## src/rtl/piezo_pkg.sv

```systemverilog
// ============================================================================
// piezo_pkg
// Shared requester indices, tone codes and arbiter state encoding.
// Rev 1.0
// ============================================================================
`default_nettype none

package piezo_pkg;

    localparam int REQ_KEY     = 0;
    localparam int REQ_WRONG   = 1;
    localparam int REQ_SUCCESS = 2;
    localparam int REQ_FAIL    = 3;
    localparam int NUM_REQ     = 4;

    localparam logic [3:0] TONE_SILENT = 4'd0;
    localparam logic [3:0] TONE_KEY    = 4'd8;
    localparam logic [3:0] TONE_WRONG  = 4'd2;
    localparam logic [3:0] TONE_FAIL   = 4'd1;
    localparam logic [3:0] TONE_NOTE0  = 4'd5;

    localparam logic [1:0] LAST_NOTE = 2'd2;

    typedef enum logic [1:0] {
        ST_IDLE = 2'd0,
        ST_PLAY = 2'd1,
        ST_GAP  = 2'd2
    } state_t;

    // Highest set bit wins: fail > success > wrong > key.
    function automatic logic [NUM_REQ-1:0] top_onehot(input logic [NUM_REQ-1:0] v);
        top_onehot = '0;
        for (int i = 0; i < NUM_REQ; i++) begin
            if (v[i]) top_onehot = 4'b0001 << i;
        end
    endfunction

endpackage

`default_nettype wire

```

## src/rtl/piezo_ms_timer.sv

```systemverilog
// ============================================================================
// piezo_ms_timer
// Loadable millisecond down-counter; expire flags the tick that ends a period.
// Rev 1.0
// ============================================================================
`default_nettype none

module piezo_ms_timer #(
    parameter int CW = 16
) (
    input  logic          clk,
    input  logic          reset,
    input  logic          load,
    input  logic [CW-1:0] load_val,
    input  logic          tick,
    output logic          expire
);

    logic [CW-1:0] r_cnt;

    // Load has priority, so a tick coinciding with a load is ignored.
    always_ff @(posedge clk) begin
        if (reset) begin
            r_cnt <= '0;
        end else if (load) begin
            r_cnt <= load_val;
        end else if (tick && (r_cnt != '0)) begin
            r_cnt <= r_cnt - CW'(1);
        end
    end

    assign expire = tick & (r_cnt == CW'(1));

endmodule

`default_nettype wire

```

## src/rtl/piezo_arbiter.sv

```systemverilog
// ============================================================================
// piezo_arbiter
// Fixed-priority time-sharing of the piezo between key/wrong/success/fail.
// Optional abort-on-higher-priority build: define PIEZO_PREEMPT_EN.
// Rev 1.0
// ============================================================================
`default_nettype none

module piezo_arbiter
    import piezo_pkg::*;
#(
    parameter int KEY_MS   = 50,
    parameter int WRONG_MS = 300,
    parameter int FAIL_MS  = 1000,
    parameter int NOTE_MS  = 150,
    parameter int GAP_MS   = 20,
    parameter int CW       = 16
) (
    input  logic       clk,
    input  logic       reset,
    input  logic       tick_1ms,
    input  logic [3:0] req,
    output logic       tone_on,
    output logic [3:0] tone_code,
    output logic [3:0] grant,
    output logic       busy,
    output logic [3:0] pending
);

    state_t        r_state, w_state_nxt;
    logic [3:0]    r_grant, w_grant_nxt;
    logic [3:0]    r_pending, w_pending_nxt;
    logic [1:0]    r_note, w_note_nxt;
    logic [3:0]    w_pick, w_clear;
    logic          w_load, w_expire, w_preempt;
    logic [CW-1:0] w_load_val;

    function automatic logic [CW-1:0] class_ms(input logic [3:0] g);
        case (g)
            4'b0001: class_ms = CW'(KEY_MS);
            4'b0010: class_ms = CW'(WRONG_MS);
            4'b0100: class_ms = CW'(NOTE_MS);
            default: class_ms = CW'(FAIL_MS);
        endcase
    endfunction

    assign w_pick = top_onehot(r_pending);

`ifdef PIEZO_PREEMPT_EN
    logic [3:0] w_above;
    // Bits strictly above the one-hot grant.
    assign w_above   = ~((r_grant << 1) - 4'd1);
    assign w_preempt = (r_state == ST_PLAY) && ((r_pending & w_above) != 4'b0000);
`else
    assign w_preempt = 1'b0;
`endif

    piezo_ms_timer #(
        .CW(CW)
    ) u_timer (
        .clk      (clk),
        .reset    (reset),
        .load     (w_load),
        .load_val (w_load_val),
        .tick     (tick_1ms),
        .expire   (w_expire)
    );

    always_ff @(posedge clk) begin
        if (reset) begin
            r_state   <= ST_IDLE;
            r_grant   <= '0;
            r_pending <= '0;
            r_note    <= '0;
        end else begin
            r_state   <= w_state_nxt;
            r_grant   <= w_grant_nxt;
            r_pending <= w_pending_nxt;
            r_note    <= w_note_nxt;
        end
    end

    always_comb begin
        w_state_nxt = r_state;
        w_grant_nxt = r_grant;
        w_note_nxt  = r_note;
        w_load      = 1'b0;
        w_load_val  = '0;
        w_clear     = '0;
        case (r_state)
            ST_IDLE: begin
                if (r_pending != 4'b0000) begin
                    w_state_nxt = ST_PLAY;
                    w_grant_nxt = w_pick;
                    w_note_nxt  = '0;
                    w_load      = 1'b1;
                    w_load_val  = class_ms(w_pick);
                    w_clear     = w_pick;
                end
            end
            ST_PLAY: begin
                if (w_preempt) begin
                    w_grant_nxt = w_pick;
                    w_note_nxt  = '0;
                    w_load      = 1'b1;
                    w_load_val  = class_ms(w_pick);
                    w_clear     = w_pick;
                end else if (w_expire) begin
                    if (r_grant[REQ_SUCCESS] && (r_note != LAST_NOTE)) begin
                        w_note_nxt = r_note + 2'd1;
                        w_load     = 1'b1;
                        w_load_val = CW'(NOTE_MS);
                    end else begin
                        w_state_nxt = ST_GAP;
                        w_grant_nxt = '0;
                        w_note_nxt  = '0;
                        w_load      = 1'b1;
                        w_load_val  = CW'(GAP_MS);
                    end
                end
            end
            ST_GAP: begin
                if (w_expire) w_state_nxt = ST_IDLE;
            end
            default: begin
                w_state_nxt = ST_IDLE;
                w_grant_nxt = '0;
                w_note_nxt  = '0;
            end
        endcase
        // A new request on its own grant edge survives the clear.
        w_pending_nxt = (r_pending & ~w_clear) | req;
    end

    always_comb begin
        tone_on   = (r_state == ST_PLAY);
        busy      = (r_state != ST_IDLE);
        tone_code = TONE_SILENT;
        if (r_state == ST_PLAY) begin
            case (r_grant)
                4'b0001: tone_code = TONE_KEY;
                4'b0010: tone_code = TONE_WRONG;
                4'b0100: tone_code = TONE_NOTE0 + {2'b00, r_note};
                4'b1000: tone_code = TONE_FAIL;
                default: tone_code = TONE_SILENT;
            endcase
        end
    end

    assign grant   = r_grant;
    assign pending = r_pending;

endmodule

`default_nettype wire
```

## config.mk

```make
export PLATFORM = sky130hd
export DESIGN_NAME = piezo_arbiter
export DESIGN_NICKNAME = d
export VERILOG_FILES = /design/src/rtl/piezo_pkg.sv /design/src/rtl/piezo_ms_timer.sv /design/src/rtl/piezo_arbiter.sv
export SDC_FILE = /design/constraint.sdc
export NUM_CORES = 1
export LEC_CHECK = 0
export BUFFER_PORTS_ARGS = -buffer_cell sky130_fd_sc_hd__buf_2
export CORE_MARGIN = 5
export CORE_UTILIZATION = 52
export DETAILED_ROUTE_END_ITERATION = 12
export PLACE_DENSITY = 0.73
export SYNTH_ARGS = -nofsm -noshare
export SYNTH_HDL_FRONTEND = slang
export SYNTH_SLANG_ARGS = --single-unit
export TNS_END_PERCENT = 10
```

## constraint.sdc

```tcl
create_clock -name clk -period 2.6 [get_ports clk]
set_input_delay 0.39 -clock clk [delete_from_list [all_inputs] [get_ports clk]]
set_output_delay 0.39 -clock clk [all_outputs]
set_load 0.05 [all_outputs]
```

==> summary.txt, run 1 <==
Detailed routing
  • DRC: 0
  • DR vias/cell: 5.908
  • Post-DRT Antenna Nets: 0
  • Number of detailed-route iterations in the first pass: 4
  • DRT iter0 DRCs: 131
  • Vias after detailed routing: 1607
  • WL final: 3876 um
  • Routed len/inst: 14.25 um

Finish
  • Area delta synth->final: 12.69%
  • Diode count: 0
  • Filler instances: 281
  • Nets@finish: 241
  • Layout cells sized above 1: 13.60%
  • Fin area: 1822 um^2
  • Final core utilization: 60.17%

Placement
  • # port buffers: 20
  • Placer Congestion: 0.8642
  • Worst slack at placement: 0.2171 ns
  • Placed Area: 1769 um^2
  • DP HPWL: 2910 um

Worst setup path
  • Critical Path Sink Type: flip-flop
  • FF-to-FF Start: u_timer.r_cnt[4]$_SDFFE_PP0P_
  • Worst Path Max Fanout: 7
  • Crit path kind: flip-flop to flip-flop
  • Worst EP arrival: 2.72 ns
  • FF-to-FF End: r_note[1]$_SDFFE_PP0P_
  • Worst Setup Start Kind: flip-flop
  • CP required: 2.88 ns
  • R2R setup slack: 0.16 ns
  • Worst-case reg-to-reg path depth: 5

GRT
  • Total Routing Usage GR: 19.15%
  • Vias in the first global route: 1500
  • Total congestion overflow: 0
  • Largest net degree at the start of global routing: 24
  • First-pass GRT wire length: 6630 um
  • Initial antenna violation count: 0

Clock tree
  • Worst-path clk slew: 0.15 ns
  • Post-CTS Hold Fix Bufs: 0
  • H-tree depth: 1
  • Clk root buf: clkbuf_4
  • CTS tree: yes
  • Num CTS Buffers: 3
  • Max Buffers Root-to-Sink: 2
  • Clk_lat worst skew: 0.34 ns
  • # Post-CTS Setup Buffers: 0
  • CTS sink cnt: 28
  • Post-CTS sizing: 0

Synthesis
  • Yosys cell types: 39
  • Post-Syn Nets: 221
  • Post-synthesis register bit count: 28
  • Sequential area share after synthesis: 34.67%
  • Yosys top cell by area: dfxtp_1
  • Synth area leaders: dfxtp_1 35%, nor2_1 7.7%, a21oi_1 4.3%, ha_1 3.9%, xor2_1 3.8%
  • Post-synth top flop: dfxtp_1
  • Top cell type's share of synthesized area: 34.67%
  • Yosys Warn Count: 0
  • Mapped Cells: 209
  • Synthesized area: 1617 um^2
  • Synth cell count leaders: 33 x nor2_1, 28 x dfxtp_1, 14 x a21oi_1
  • Post-synth EDFFs: 0
  • Most frequent cell after synthesis: nor2_1
  • Mapped Avg Cell Area: 7.735 um^2
  • Post-synth ARST share: 0%

Timing
  • Clock Skews: 0.001941 ns
  • Hold slack: 0.2402 ns
  • Tmin final: 2.436 ns
  • Slew Limit Fails: 0
  • RSZ-0062 raised after global routing: no
  • Setup TNS: 0 ns
  • Setup ws final: 0.1641 ns
  • Slew @ Worst Pin: 0.5586 ns
  • Hold Vio Cnt, Final: 0
  • Worst slew margin: 62.47%
  • Max Clock Freq: 0.4105 GHz
  • Final Setup Violations: 0
  • Period utilization: 93.69%

Outcome
  • Status: finished, final reports clean

Floorplanning
  • Initial Util: 53.39%
  • Row cnt: 20
  • Die width: 65.76 um
  • Die area: 4324 um^2
  • Core Region: 3028 um^2
  • Io pins: 21
  • Die H: 65.76 um

Power and ir drop
  • Pwr dens: 742.2 nW/um^2
  • Leak: 0.7142 nW
  • Worst VDD drop: 0.4669 mV

Min path
  • Worst Hold End: pending[2]$_SDFF_PP0_
  • Hold depth: 3
  • Hold_sp: req[2]
  • Hold WC Path Type: input port to flip-flop

Flow run
  • Max Cap Viol: 0
==> state kept, by name (all words and copies together), names as in the netlist <==
register       cells
r_note             2
r_state            2
pending            4
grant              4
u_timer.r_cnt     16
==> per-stage QoR <==
step / std cells / power, mW
after floorplan: 209 / 0.9314
after global placement: 268 / 1.045
after detailed placement: 268 / 1.062
after CTS: 272 / 1.350
after global routing: 272 / 1.441
final: 272 / 1.352
==> how the worst max path moves through the flow <==
stage	start	endpoint	cells after the start
2_1_floorplan	grant[2]$_SDFFE_PP0P_	tone_code[3]	4
3_3_place_gp	u_timer.r_cnt[4]$_SDFFE_PP0P_	r_note[1]$_SDFFE_PP0P_	5
3_5_place_dp	u_timer.r_cnt[4]$_SDFFE_PP0P_	r_note[1]$_SDFFE_PP0P_	5
4_1_cts	u_timer.r_cnt[4]$_SDFFE_PP0P_	r_note[1]$_SDFFE_PP0P_	5
5_1_grt	u_timer.r_cnt[8]$_SDFFE_PP0P_	u_timer.r_cnt[1]$_SDFFE_PP0P_	5
6_report	u_timer.r_cnt[4]$_SDFFE_PP0P_	r_note[1]$_SDFFE_PP0P_	5
==> layout by cell type, fill, tap and decap left out, drive strengths merged, types with 2 or more instances in the layout <==
cell    instances
nor3           11
a21oi          14
xnor2           3
ha              5
nand3           6
nor4b           3
inv            12
nand4           8
or3             4
nor2b           3
nor4            8
nand2b          6
buf            23
dfxtp          28
o32ai           3
nand2           7
clkbuf          3
or4             6
nand3b          2
nor3b           3
o21a            3
o31a            2
xor2            7
o21ai           9
a221oi          2
and3            2
nor2           33
==> area by class of cell <==
type	count	area [um^2]	area share (%)
multi-input combinational	161	985.9	54.12
tap	44	55.05	3.022
clock inverter	1	30.03	1.648
clock buffer	3	22.52	1.236
sequential	28	560.5	30.77
timing repair buffer	23	122.6	6.731
inverter	12	45.04	2.473
==> power breakdown <==
group,total [mW],leakage [nW],switching [mW],internal (mW)
Sequential,0.544,0.230,0.0665,0.478
Clock,0.290,0.0279,0.133,0.156
Combinational,0.518,0.457,0.310,0.209
Total,1.35,0.714,0.509,0.843
==> worst max-delay path, cell delays in order, from the launching register on <==
cell,delay (ns)
dfxtp_1,0.40
or4_4,0.57
or4_4,0.43
o31a_1,0.34
or4_1,0.48
a21oi_1,0.15
==> logic make-up after synthesis <==
logic type,Yosys count,synth area share (%)
fa+ha+maj,5,3.870
compound gates,41,16.10
buf+inv,20,4.721
xor+xnor,10,5.418
flops,28,34.68
simple gates,105,35.22
==> metal layers <==
metal	vias up	GRT usage, %	part of all wire (%)
li1	801	-	-
met5	-	0	0
met1	738	27.52	49
met4	0	3.109	0.75
met3	7	5.128	7.3
met2	61	28.91	43
No activity file was read; power rests on OpenSTA's default activity.
==> run 2, diff against run 1 <==
--- a/config.mk
+++ b/config.mk
@@ -7,10 +7,10 @@
 export LEC_CHECK = 0
 export BUFFER_PORTS_ARGS = -buffer_cell sky130_fd_sc_hd__buf_2
 export CORE_MARGIN = 5
-export CORE_UTILIZATION = 52
+export CORE_UTILIZATION = 30
 export DETAILED_ROUTE_END_ITERATION = 12
-export PLACE_DENSITY = 0.73
 export SYNTH_ARGS = -nofsm -noshare
 export SYNTH_HDL_FRONTEND = slang
+export SYNTH_HIERARCHICAL = 1
 export SYNTH_SLANG_ARGS = --single-unit
 export TNS_END_PERCENT = 10
==> summary.txt, run 2 <==
Detailed routing
  • DRC: 0
  • DR vias/cell: 5.337
  • DRT iter0 DRCs: 64
  • Routed len/inst: 13.66 um
  • WL final: 4494 um
  • Number of detailed-route iterations in the first pass: 4
  • Vias after detailed routing: 1756
  • Post-DRT Antenna Nets: 0

Worst setup path
  • FF-to-FF Start: u_timer/r_cnt[13]$_SDFFE_PP0P_
  • FF-to-FF End: u_timer/r_cnt[8]$_SDFFE_PP0P_
  • Worst Path Max Fanout: 11
  • Worst-case reg-to-reg path depth: 8
  • R2R setup slack: 0.16 ns
  • Crit path kind: flip-flop to flip-flop
  • Worst EP arrival: 2.62 ns
  • CP required: 2.78 ns
  • Worst Setup Start Kind: flip-flop
  • CP startpoint: u_timer/r_cnt[13]$_SDFFE_PP0P_
  • Critical Path Sink Type: flip-flop

Synthesis
  • Yosys Warn Count: 6
  • Top cell type's share of synthesized area: 30.77%
  • Mapped Avg Cell Area: 8.133 um^2
  • Synthesized area: 1822 um^2
  • Post-synth EDFFs: 0
  • Post-synth top flop: dfxtp_1
  • Post-synthesis register bit count: 28
  • Sequential area share after synthesis: 30.77%
  • Yosys cell types: 54
  • Most frequent cell after synthesis: dfxtp_1
  • Synth cell count leaders: 28 x dfxtp_1, 26 x nor2_1, 18 x a21oi_1
  • Mapped Cells: 224
  • Synth area leaders: dfxtp_1 31%, nor2_1 5.4%, a21oi_1 4.9%, a311oi_1 3.8%, o21ai_0 3.3%
  • Yosys top cell by area: dfxtp_1
  • Post-synth ARST share: 0%

Power and ir drop
  • Pwr dens: 635.8 nW/um^2
  • Total power: 1.374 mW
  • Leak: 0.8202 nW
  • Sw Pwr: 500.8 uW
  • Combinational power share: 35.4%
  • Clock share of power: 25.7%
  • Sequential power share: 38.9%
  • Sw Share: 36.45%
  • Worst VDD drop: 0.2507 mV
  • Int Pwr: 873.1 uW

Finish
  • Nets@finish: 266
  • Commonest non-fill, non-tap cell in the layout: dfxtp_1
  • Most flops, register: u_timer/r_cnt
  • Layout cells sized above 1: 20.47%
  • Largest register FFs: 16
  • Layout Cells excl Fill: 329
  • Fin area: 2161 um^2
  • Final core utilization: 36.50%
  • Area delta synth->final: 18.61%
  • Most frequent cells in the layout: 28 x dfxtp_1, 26 x nor2_1, 20 x buf_2
  • Diode count: 0

Placement
  • DP HPWL: 3282 um
  • Placer Congestion: 0.8707
  • Worst slack at placement: 0.05086 ns
  • # port buffers: 20
  • DP Cell Count: 325
  • Placed Area: 2081 um^2

Floorplanning
  • Die area: 7731 um^2
  • Die H: 87.93 um
  • Core Region: 5921 um^2
  • Row cnt: 28
  • Io pins: 21
  • Initial Util: 30.77%
  • Die width: 87.93 um

Clock tree
  • Post-CTS Hold Fix Bufs: 0
  • Clk root buf: clkbuf_8
  • Post-CTS sizing: 0
  • Clk_lat worst skew: 0.28 ns
  • Max Buffers Root-to-Sink: 2
  • Worst-path clk slew: 0.10 ns
  • # Post-CTS Setup Buffers: 0
  • Num CTS Buffers: 3
  • CTS sink cnt: 28
  • CTS tree: yes
  • H-tree depth: 1

Flow run
  • Max Cap Viol: 0

GRT
  • Total congestion overflow: 0
  • Initial antenna violation count: 0
  • First-pass GRT wire length: 7700 um
  • Total Routing Usage GR: 12.11%
  • Largest net degree at the start of global routing: 34
  • Vias in the first global route: 1624

Timing
  • Clock Skews: 0.002417 ns
  • Hold slack: 0.3069 ns
  • Slew @ Worst Pin: 0.6450 ns
  • Hold Vio Cnt, Final: 0
  • Setup ws final: 0.1585 ns
  • Max Clock Freq: 0.4096 GHz
  • Tmin final: 2.442 ns
  • Period utilization: 93.90%
  • Setup TNS: 0 ns
  • RSZ-0062 raised after global routing: no
  • Worst slew margin: 56.61%
  • Final Setup Violations: 0
  • Slew Limit Fails: 0

Min path
  • Worst Hold End: pending[2]$_SDFF_PP0_
  • Hold depth: 3
  • Hold_sp: req[2]
  • Hold WC Path Type: input port to flip-flop

Outcome
  • Status: finished, final reports clean
-- run 2: how the worst max path moves through the flow --
stage,endpoint,slack (ns),cells after the start
after global routing,u_timer/r_cnt[8]$_SDFFE_PP0P_,0.03,8
after floorplan,tone_code[2],-0.36,2
after global placement,u_timer/r_cnt[7]$_SDFFE_PP0P_,0.12,8
final,u_timer/r_cnt[8]$_SDFFE_PP0P_,0.16,8
after detailed placement,u_timer/r_cnt[7]$_SDFFE_PP0P_,0.05,8
after CTS,u_timer/r_cnt[7]$_SDFFE_PP0P_,0.004,8
-- run 2: area by class of cell --
type / count / area [um^2]
flip-flops and latches: 28 / 560.5
inverters: 15 / 56.30
multi-input cells: 175 / 1189
well taps: 75 / 93.84
repair buffers: 32 / 190.2
clock buffers: 3 / 41.29
fillers: 605 / 3760
clock inverters: 1 / 30.03
-- run 2: routing by layer --
metal | GRT usage (%) | up-vias | part of all wire (%)
li1 | - | 903 | -
met1 | 17.35 | 817 | 51
met2 | 19.52 | 32 | 45
met3 | 0.5644 | 4 | 2.8
met4 | 3.766 | 0 | 1.0
met5 | 0 | - | 0
-- run 2: worst max-delay path, cell delays in order, from the launching register on --
cell	delay, ns
dfxtp_1	0.37
or4_1	0.58
nor4_4	0.30
and4b_1	0.26
inv_1	0.06
o21ai_1	0.19
buf_4	0.22
a21oi_1	0.05
a221oi_1	0.31
-- run 2: cell families after synthesis --
kind of cell,Yosys count,synth area share (%)
other,1,0.2058
and+or+nand+nor,98,32.90
DFF,28,30.77
adders and majority gates,4,2.747
muxes,4,2.267
AOI/OAI and AO/OA,61,24.59
xor gates and xnor gates,1,0.4809
buffers and inverters,27,6.044
-- run 2: power groups by stage --
stage	logic, mW	registers, mW	clock network (mW)
after floorplan	0.324	0.559	0
after global placement	0.474	0.542	0
after detailed placement	0.474	0.542	0
after CTS	0.477	0.533	0.363
after global routing	0.535	0.544	0.380
final	0.486	0.535	0.353
==> run 3, diff against run 2 <==
--- a/config.mk
+++ b/config.mk
@@ -9,6 +9,7 @@
 export CORE_MARGIN = 5
 export CORE_UTILIZATION = 30
 export DETAILED_ROUTE_END_ITERATION = 12
+export SETUP_SLACK_MARGIN = 0.2
 export SYNTH_ARGS = -nofsm -noshare
 export SYNTH_HDL_FRONTEND = slang
 export SYNTH_HIERARCHICAL = 1
==> summary.txt, run 3 (synthesis gave the netlist of run 2 again) <==
Outcome
  • Status: finished, final reports clean

Floorplanning
  • Die area: 7731 um^2
  • Io pins: 21
  • Die width: 87.93 um
  • Core Region: 5921 um^2
  • Initial Util: 30.77%
  • Die H: 87.93 um
  • Row cnt: 28

Finish
  • Diode count: 0
  • Most flops, register: u_timer/r_cnt
  • Layout Cells excl Fill: 334
  • Commonest non-fill, non-tap cell in the layout: dfxtp_1
  • Most frequent cells in the layout: 28 x dfxtp_1, 26 x nor2_1, 20 x buf_2
  • Fin area: 2230 um^2
  • Largest register FFs: 16
  • Nets@finish: 271
  • Layout cells sized above 1: 24.71%
  • Area delta synth->final: 22.39%

Placement
  • Placed Area: 2087 um^2
  • # port buffers: 20
  • DP Cell Count: 325
  • Placer Congestion: 0.8014
  • DP HPWL: 3359 um

Timing
  • Worst slew margin: 57.76%
  • Clock Skews: 0.009161 ns
  • Period utilization: 89.79%
  • Hold Vio Cnt, Final: 0
  • Max Clock Freq: 0.4283 GHz
  • Final Setup Violations: 0
  • Hold slack: 0.3078 ns
  • Slew @ Worst Pin: 0.6278 ns
  • Slew Limit Fails: 0
  • RSZ-0062 raised after global routing: yes
  • Tmin final: 2.335 ns

Detailed routing
  • Number of detailed-route iterations in the first pass: 4
  • DR vias/cell: 5.383
  • DRT iter0 DRCs: 88
  • Routed len/inst: 14.22 um
  • Post-DRT Antenna Nets: 0
  • WL final: 4749 um
  • Vias after detailed routing: 1798
  • DRC: 0

Worst setup path
  • CP delay by family, top: simple AND/OR/NAND/NOR gates
  • CP required: 2.81 ns
  • Critical path, cell by cell: or4_4 > nor4_4 > and4b_1 > buf_4 > nand2_1 > a21oi_2 > inv_1 > a221oi_2
  • Worst EP arrival: 2.54 ns
  • Worst Setup Start Kind: flip-flop
  • Critical Path Sink Type: flip-flop
  • Worst Path Buf+Inv: 2
  • Worst Path Max Fanout: 6
  • Crit path largest cell delay: 0.58 ns
  • Slowest stage cell on the critical path: or4_4
  • Crit path kind: flip-flop to flip-flop

Clock tree
  • Worst-path clk slew: 0.11 ns
  • Max Buffers Root-to-Sink: 2
  • CTS tree: yes
  • H-tree depth: 1
  • Num CTS Buffers: 3
  • Clk root buf: clkbuf_8
  • Clk_lat worst skew: 0.29 ns
  • Post-CTS Hold Fix Bufs: 0
  • CTS sink cnt: 28

Min path
  • Hold WC Path Type: input port to flip-flop

Power and ir drop
  • Leak: 0.8464 nW
  • Pwr dens: 603.7 nW/um^2
  • Total power: 1.346 mW
  • Worst VDD drop: 0.2341 mV

Flow run
  • Max Cap Viol: 0

GRT
  • Total congestion overflow: 0
  • Vias in the first global route: 1632
  • Initial antenna violation count: 0
  • Largest net degree at the start of global routing: 34
  • First-pass GRT wire length: 7900 um
  • Total Routing Usage GR: 12.59%
[run 3: changes by cell type in the layout (fill, tap and decap cells not counted), sizes merged]
cell and delta:
buf +5, bufinv -1, clkbuf +1
[run 3: stage by stage]
step / worst slack [ns] / TNS (ns) / utilization [%]
floorplan: -0.2605 / -0.2605 / -
global placement: 0.1234 / 0 / 35.25
detailed placement: 0.04471 / 0 / 35.25
CTS: 0.2075 / 0 / 36.83
global route: 0.1839 / 0 / 37.66
finish: 0.2654 / 0 / 37.66
[run 3: power by group]
part,internal (mW),total (mW),switching [mW]
Clock,0.136,0.285,0.149
Sequential,0.475,0.537,0.0621
Combinational,0.217,0.523,0.306
Total,0.828,1.35,0.518
[run 3: worst reg2reg max path, delay by kind of cell, from the launching register on]
family                 cells  cell delay (ns)
buffers and inverters      2             0.24
AND/OR/NAND/NOR            4             1.24
flip-flops                 1             0.33
AO/OA/AOI/OAI              2             0.45
[run 3: timing repair]
item / CTS / global route
gates cloned: 0 / 1
setup buffers: 3 / 1
resized for setup: 5 / 10
pin swaps: 0 / 5
setup endpoints to repair: 17 / 22
[run 3: worst paths after layout]
check,endpoint,slack (ns),cells after the start,from
worst max register to register,u_timer/r_cnt[2]$_SDFFE_PP0P_,0.27,8,u_timer/r_cnt[8]$_SDFFE_PP0P_
worst min-delay path,pending[3]$_SDFF_PP0_,0.31,3,req[3]
worst min register to register,r_note[1]$_SDFFE_PP0P_,0.51,2,r_note[1]$_SDFFE_PP0P_
worst max-delay path,u_timer/r_cnt[2]$_SDFFE_PP0P_,0.27,8,u_timer/r_cnt[8]$_SDFFE_PP0P_
[run 3: cell type report]
type | instances | area (um^2)
inverter | 15 | 58.81
tap | 75 | 93.84
sequential | 28 | 560.5
clock buffer | 4 | 55.05
fill | 585 | 3691
timing repair buffer | 37 | 231.5
multi-input combinational | 175 | 1230
[run 3: layer usage]
layer	GRT usage (%)	wire length (um)	vias up
met5	0	0	-
met3	0.5644	158	4
met2	20.07	2274	31
met1	17.87	2257	849
met4	4.881	57	0
li1	-	-	914
